$ cat config.mk
export PLATFORM = sky130hd
export DESIGN_NAME = snake_input_ctrl_flat
export DESIGN_NICKNAME = d
export VERILOG_FILES = /design/src/rtl/snake_input_ctrl_if.sv /design/src/rtl/snake_input_ctrl.sv /design/src/flat_wrapper.sv
export SDC_FILE = /design/constraint.sdc
export NUM_CORES = 1
export LEC_CHECK = 0
export ABC_AREA = 0
export BUFFER_PORTS_ARGS = -buffer_cell sky130_fd_sc_hd__buf_2
export CAP_MARGIN = 20
export CORE_MARGIN = 5
export CORE_UTILIZATION = 65
export DETAILED_ROUTE_END_ITERATION = 10
export HOLD_SLACK_MARGIN = 0.1
export PLACE_DENSITY = 0.82
export SLEW_MARGIN = 10
export SYNTH_ARGS = -nofsm -noshare
export SYNTH_HDL_FRONTEND = slang
export SYNTH_SLANG_ARGS = --single-unit
$ cat constraint.sdc
create_clock -name uclk -period 4.11 [get_ports uclk]
set_input_delay 0.411 -clock uclk [delete_from_list [all_inputs] [get_ports uclk]]
set_output_delay 0.411 -clock uclk [all_outputs]
set_load 0.01 [all_outputs]
$ cat src/rtl/snake_input_ctrl_if.sv
// Signal bundle between the snake input controller and its surroundings.
//   btn_up/down/left/right/pause : raw asynchronous buttons, active-high
//   game_over                    : death/restart pulse from the game logic
//   accion                       : direction code 0=none 1=up 2=down 3=left 4=right
//   mover                        : one-cycle step strobe
//   running                      : controller is in RUN
// The master modport is the side that drives the buttons and game_over.
// The slave modport is the controller itself.
interface snake_input_ctrl_if;
    logic       btn_up;
    logic       btn_down;
    logic       btn_left;
    logic       btn_right;
    logic       btn_pause;
    logic       game_over;
    logic [2:0] accion;
    logic       mover;
    logic       running;

    modport master (
        output btn_up, btn_down, btn_left, btn_right, btn_pause, game_over,
        input  accion, mover, running
    );

    modport slave (
        input  btn_up, btn_down, btn_left, btn_right, btn_pause, game_over,
        output accion, mover, running
    );
endinterface

$ cat src/rtl/snake_input_ctrl.sv
// Snake input controller: the upstream stage of the snake game logic.
// Each button goes through a synchronizer, a debouncer and a press detector.
// The first legal direction starts the game. Later presses are held in a
// pending slot, and that slot is committed once per step. A pause button
// freezes stepping, and game_over returns the controller to IDLE.
//   uclk  : system clock
//   rst   : synchronous, active-high reset
//   bus   : snake_input_ctrl_if.slave (buttons and game_over in;
//           accion, mover and running out)
//
//   state  | meaning
//   -------+------------------------------------------------------------
//   IDLE   | waiting for the first legal direction; accion=0, counter=0
//   RUN    | step counter runs, one accion commit and mover per step
//   PAUSED | counter, accion and pending frozen; direction presses dropped
module snake_input_ctrl #(
    parameter int DEBOUNCE_CYCLES = 500000,
    parameter int STEP_CYCLES     = 5000000,
    parameter int DB_W            = 20,
    parameter int STEP_W          = 23
) (
    input logic               uclk,
    input logic               rst,
    snake_input_ctrl_if.slave bus
);

    localparam int NBTN    = 5;
    localparam int B_UP    = 0;
    localparam int B_DOWN  = 1;
    localparam int B_LEFT  = 2;
    localparam int B_RIGHT = 3;
    localparam int B_PAUSE = 4;

    localparam logic [DB_W-1:0]   DB_LAST   = DB_W'(DEBOUNCE_CYCLES - 1);
    localparam logic [STEP_W-1:0] STEP_LAST = STEP_W'(STEP_CYCLES - 1);

    localparam logic [2:0] DIR_NONE  = 3'd0;
    localparam logic [2:0] DIR_UP    = 3'd1;
    localparam logic [2:0] DIR_DOWN  = 3'd2;
    localparam logic [2:0] DIR_LEFT  = 3'd3;
    localparam logic [2:0] DIR_RIGHT = 3'd4;

    typedef enum logic [1:0] {
        IDLE,
        RUN,
        PAUSED
    } state_t;

    // ------------------------------------------------------------------
    // Button conditioning
    // ------------------------------------------------------------------
    logic [NBTN-1:0] raw;
    logic [NBTN-1:0] sync1;
    logic [NBTN-1:0] sync2;
    logic [NBTN-1:0] lvl;
    logic [NBTN-1:0] lvl_d;
    logic [NBTN-1:0] press;
    logic [DB_W-1:0] db_cnt [NBTN];

    assign raw = {bus.btn_pause, bus.btn_right, bus.btn_left, bus.btn_down, bus.btn_up};

    always_ff @(posedge uclk) begin
        if (rst) begin
            sync1 <= '0;
            sync2 <= '0;
            lvl   <= '0;
            lvl_d <= '0;
            for (int i = 0; i < NBTN; i++) begin
                db_cnt[i] <= '0;
            end
        end else begin
            sync1 <= raw;
            sync2 <= sync1;
            lvl_d <= lvl;
            for (int i = 0; i < NBTN; i++) begin
                // The count holds the number of consecutive disagreeing cycles
                // already seen. When the count reaches DB_LAST, the current
                // cycle is the DEBOUNCE_CYCLES-th one.
                if (sync2[i] == lvl[i]) begin
                    db_cnt[i] <= '0;
                end else if (db_cnt[i] >= DB_LAST) begin
                    lvl[i]    <= sync2[i];
                    db_cnt[i] <= '0;
                end else begin
                    db_cnt[i] <= db_cnt[i] + 1'b1;
                end
            end
        end
    end

    // lvl and lvl_d are both registers, so this decode is glitch-free.
    assign press = lvl & ~lvl_d;

    // ------------------------------------------------------------------
    // Direction arbitration: up > down > left > right
    // ------------------------------------------------------------------
    logic [2:0] dir_evt;

    always_comb begin
        dir_evt = DIR_NONE;
        if (press[B_UP]) begin
            dir_evt = DIR_UP;
        end else if (press[B_DOWN]) begin
            dir_evt = DIR_DOWN;
        end else if (press[B_LEFT]) begin
            dir_evt = DIR_LEFT;
        end else if (press[B_RIGHT]) begin
            dir_evt = DIR_RIGHT;
        end
    end

    function automatic logic is_legal(input logic [2:0] dir, input logic [2:0] cur);
        logic opposite;
        opposite = ((dir == DIR_UP)    && (cur == DIR_DOWN))  ||
                   ((dir == DIR_DOWN)  && (cur == DIR_UP))    ||
                   ((dir == DIR_LEFT)  && (cur == DIR_RIGHT)) ||
                   ((dir == DIR_RIGHT) && (cur == DIR_LEFT));
        return (dir != DIR_NONE) && (dir <= DIR_RIGHT) && !opposite;
    endfunction

    // ------------------------------------------------------------------
    // Sequencing FSM
    // ------------------------------------------------------------------
    state_t            state;
    logic [2:0]        accion_q;
    logic [2:0]        pending;
    logic [STEP_W-1:0] step_cnt;
    logic              step_due;
    logic              mover_q;
    logic              running_q;

    assign bus.accion  = accion_q;
    assign bus.mover   = mover_q;
    assign bus.running = running_q;

    always_ff @(posedge uclk) begin
        if (rst || bus.game_over) begin
            state     <= IDLE;
            accion_q  <= DIR_NONE;
            pending   <= DIR_NONE;
            step_cnt  <= '0;
            step_due  <= 1'b0;
            mover_q   <= 1'b0;
            running_q <= 1'b0;
        end else begin
            // The strobe trails the accion commit by one cycle. This way the
            // downstream stage always sees a settled direction at mover.
            mover_q  <= step_due;
            step_due <= 1'b0;

            case (state)
                IDLE: begin
                    accion_q <= DIR_NONE;
                    step_cnt <= '0;
                    mover_q  <= 1'b0;
                    if (is_legal(dir_evt, DIR_NONE)) begin
                        accion_q  <= dir_evt;
                        state     <= RUN;
                        running_q <= 1'b1;
                    end
                end

                RUN: begin
                    if (step_cnt >= STEP_LAST) begin
                        step_cnt <= '0;
                        step_due <= 1'b1;
                        pending  <= DIR_NONE;
                        if (is_legal(pending, accion_q)) begin
                            accion_q <= pending;
                        end
                    end else begin
                        step_cnt <= step_cnt + 1'b1;
                    end
                    // The event is written after the commit. A press that lands
                    // on the terminal count therefore waits for the next step.
                    if (dir_evt != DIR_NONE) begin
                        pending <= dir_evt;
                    end
                    if (press[B_PAUSE]) begin
                        state     <= PAUSED;
                        running_q <= 1'b0;
                    end
                end

                PAUSED: begin
                    mover_q <= 1'b0;
                    if (press[B_PAUSE]) begin
                        state     <= RUN;
                        running_q <= 1'b1;
                    end
                end

                default: begin
                    state     <= IDLE;
                    accion_q  <= DIR_NONE;
                    pending   <= DIR_NONE;
                    step_cnt  <= '0;
                    mover_q   <= 1'b0;
                    running_q <= 1'b0;
                end
            endcase
        end
    end

endmodule

$ cat src/flat_wrapper.sv
// flat-port wrapper written by rule: the top's interface ports become plain ports
module snake_input_ctrl_flat 
#(
    parameter int DEBOUNCE_CYCLES = 500000,
    parameter int STEP_CYCLES     = 5000000,
    parameter int DB_W            = 20,
    parameter int STEP_W          = 23
)
  (uclk, rst, bus_btn_up, bus_btn_down, bus_btn_left, bus_btn_right, bus_btn_pause, bus_game_over, bus_accion, bus_mover, bus_running);
  snake_input_ctrl_if bus_i ();
  input logic uclk;
  input logic rst;
  input wire logic [$bits(bus_i.btn_up)-1:0] bus_btn_up;
  input wire logic [$bits(bus_i.btn_down)-1:0] bus_btn_down;
  input wire logic [$bits(bus_i.btn_left)-1:0] bus_btn_left;
  input wire logic [$bits(bus_i.btn_right)-1:0] bus_btn_right;
  input wire logic [$bits(bus_i.btn_pause)-1:0] bus_btn_pause;
  input wire logic [$bits(bus_i.game_over)-1:0] bus_game_over;
  output wire logic [$bits(bus_i.accion)-1:0] bus_accion;
  output wire logic [$bits(bus_i.mover)-1:0] bus_mover;
  output wire logic [$bits(bus_i.running)-1:0] bus_running;
  assign bus_i.btn_up = bus_btn_up;
  assign bus_i.btn_down = bus_btn_down;
  assign bus_i.btn_left = bus_btn_left;
  assign bus_i.btn_right = bus_btn_right;
  assign bus_i.btn_pause = bus_btn_pause;
  assign bus_i.game_over = bus_game_over;
  assign bus_accion = bus_i.accion;
  assign bus_mover = bus_i.mover;
  assign bus_running = bus_i.running;
  snake_input_ctrl #(.DEBOUNCE_CYCLES(DEBOUNCE_CYCLES), .STEP_CYCLES(STEP_CYCLES), .DB_W(DB_W), .STEP_W(STEP_W)) u_core (.uclk(uclk), .rst(rst), .bus(bus_i));
endmodule
==> metrics <==
clk root buf clkbuf_16; Hold Path Origin bus_btn_pause; Final Cycle Share 0.625; ANT nets after route 0; Synth cell types just under 60; clock buffer count from CTS 17; wire per inst 14.0 um; final setup margin between 1.5 and 2 ns; final setup fails 0; DR vias/cell between 5 and 6; Crit path largest cell delay 0.74 ns; Hold WC Path Type in -> reg; DR pass1 iterations 5; drt total wl around 15000 um; DR DRC count 0; Max-slew headroom 0.416; RD Place Congestion 0.827; Hold Path Sink u_core.sync1[4]; Setup crit start kind register; Die Y 121 um; Post-CTS Setup Inserts 0; hold_buf cts 0; Synth Flop Type edfxtp_1; Layout area overhead 13.3%; clk sinks 154; total congestion overflow 0; I/O Buffers 12; via count 6075; worst hold stages 2; Syn Std Cell Area around 8000 um^2; Final Hold Viols 0; worst path cell trace ha_1 -> and3_1 -> a21oi_1 -> a2111o_1 -> nand3_1 -> o21ai_0; Yosys warning count 0; pin count of the biggest net entering global routing 29; critical path class reg -> reg; WP data arrival 2.88 ns; Max Slew Vio Count 0; Worst Skew about 0.0059 ns; Post-Place Setup Slack between 1.5 and 2 ns; Post-synth EDFFs 100; GR peak layer met2; CTS tree done; setup TNS 0 ns; Post-synth top cells 125 x nor2_1, 100 x edfxtp_1, 82 x nand2_1; Worst-path clk slew 0.06 ns; Synth area leaders edfxtp_1 37%, dfxtp_1 13%, nor2_1 5.8%; slowest CP cell a2111o_1; Mapped Cells 809; Nets 928; # rows 40; maximum clock rate a little under 400 MHz; Initial Utilization 0.666; flop-to-flop setup slack 1.54 ns; GRT Util Overall 0.219; Ports 13; core area about 12000 um^2; Avg Inst Size Synth 9.94 um^2; hpwl dp 10500 um; CP Data Required Time 4.43 ns; ANT cells 0; H-Tree Depth 4; synthesized flop and latch total 154; Max-Cap Viols 0; sequential area share after synthesis 0.508; area leader, netlist edfxtp_1; Final Core Density 0.755; CP endpoint kind register; Leakage Power 3.33 nW; M2 GR Usage 0.375; grt met3 use 0.0555; most common cell in the synthesized netlist nor2_1; RSZ-0062 raised after global routing no; minimum clock period ~2.6 ns; DR iter-0 viols 514; met1 Usage GRT 0.270; Die ar. 14700 um^2; Critical R2R Launch u_core.step_cnt[0]; status finished, final reports clean; die width 121 um; worst reg-to-reg path cell count 6; Max Fanout on Critical Path 27; Worst-Skew Late Latency 0.42 ns; Synth top area share 0.374; vias in the first global route 6009; ys async rst share 0; Max Root-Sink Buffers 2; global-route wire length before repair between 20000 and 30000 um; PostCTS Resize Cnt 0; number of fillers in the final layout 831; Tightest Pin Transition 0.875 ns; maximum VDD drop 0.356 mV; initial antenna violation count 0; reg-to-reg endpoint u_core.step_cnt[4]; share of layout cells above drive strength 1 0.0661; pwr dens 373 nW/um^2
## stage by stage
| stage | hold WS [ns] | cell area, um^2 | instances | total power [mW] |
|---|---|---|---|---|
| floorplan | 0.406 | 8430 | 912 | 1.88 |
| global placement | 0.413 | 8530 | 1060 | 1.90 |
| detailed placement | 0.422 | 8530 | 1060 | 1.91 |
| CTS | 0.195 | 9110 | 1091 | 3.41 |
| global route | 0.202 | 9110 | 1091 | 3.53 |
| finish | 0.206 | 9110 | 1091 | 3.40 |
## power by group
group / switching [mW] / internal [mW]
clock: 0.583 / 0.930
sequential: 0.0536 / 1.70
combinational: 0.0765 / 0.0544
total: 0.713 / 2.69
## worst max path at each step
stage / start / end / slack (ns) / cells after the start
after floorplan: u_core.db_cnt[4][0] / u_core.db_cnt[4][18] / 1.93 / 8
after global placement: u_core.db_cnt[4][0] / u_core.db_cnt[4][17] / 1.67 / 6
after detailed placement: u_core.db_cnt[4][0] / u_core.db_cnt[4][14] / 1.55 / 6
after CTS: u_core.db_cnt[4][0] / u_core.db_cnt[4][14] / 1.53 / 6
after global routing: u_core.db_cnt[4][0] / u_core.db_cnt[4][14] / 1.35 / 6
final: u_core.step_cnt[0] / u_core.step_cnt[4] / 1.54 / 6
## critical path, delay by kind of cell, from the launching register on
kind / cells / cell delay [ns]
AOI/OAI and AO/OA: 3 / 1.25
and+or+nand+nor: 2 / 0.67
DFF: 1 / 0.34
adders and majority gates: 1 / 0.21
## state kept, by name (all words and copies together), names as in the netlist
signal	cells
u_core.bus.mover	1
u_core.step_cnt	23
u_core.sync1	5
u_core.pending	3
u_core.step_due	1
u_core.lvl	5
u_core.bus.running	1
u_core.db_cnt	100
u_core.lvl_d	5
u_core.sync2	5
u_core.bus.accion	3
u_core.state	2
## cell usage in the layout (no fill, tap or decap), types with 5 or more instances in the layout
cell type / n
and4_1: 13
nor2b_1: 29
o21ai_0: 9
inv_1: 13
nor2_1: 125
o211ai_1: 11
clkbuf_16: 19
nand2_1: 82
a21oi_1: 18
mux2_2: 5
xnor2_1: 52
nor3_1: 22
and3_1: 25
dfxtp_1: 54
conb_1: 105
xor2_1: 43
nand3_1: 46
and2_1: 6
edfxtp_1: 100
buf_2: 12
nand2b_1: 8
nand4_1: 28
nor4_1: 15
ha_1: 9
a31oi_1: 5
## cells by family after synthesis
kind of cell	after synthesis	share of synthesized area
simple gates	418	0.261
flops	154	0.508
xor+xnor	95	0.104
compound gates	78	0.0746
buf+inv	47	0.0296
fa+ha+maj	9	0.0140
mux	6	0.00825
other cells	2	0.000934
## routing by layer
metal,vias to the layer above,share of wire,routed length (um)
met5,-,0,0
met4,0,0.016,243
met3,32,0.045,683
met2,174,0.51,7740
met1,2867,0.43,6630
li1,3002,-,-
## cell type report
class	count	area [um^2]	area share
Clock buffer	25	518	0.0569
Clock inverter	6	58.8	0.00646
Inverter	13	48.8	0.00536
Multi-Input combinational cell	711	4110	0.452
Sequential cell	154	4080	0.448
Tap cell	168	210	0.0231
Timing Repair Buffer	14	75.1	0.00824
Note: power is estimated with default switching activity, not from simulation.
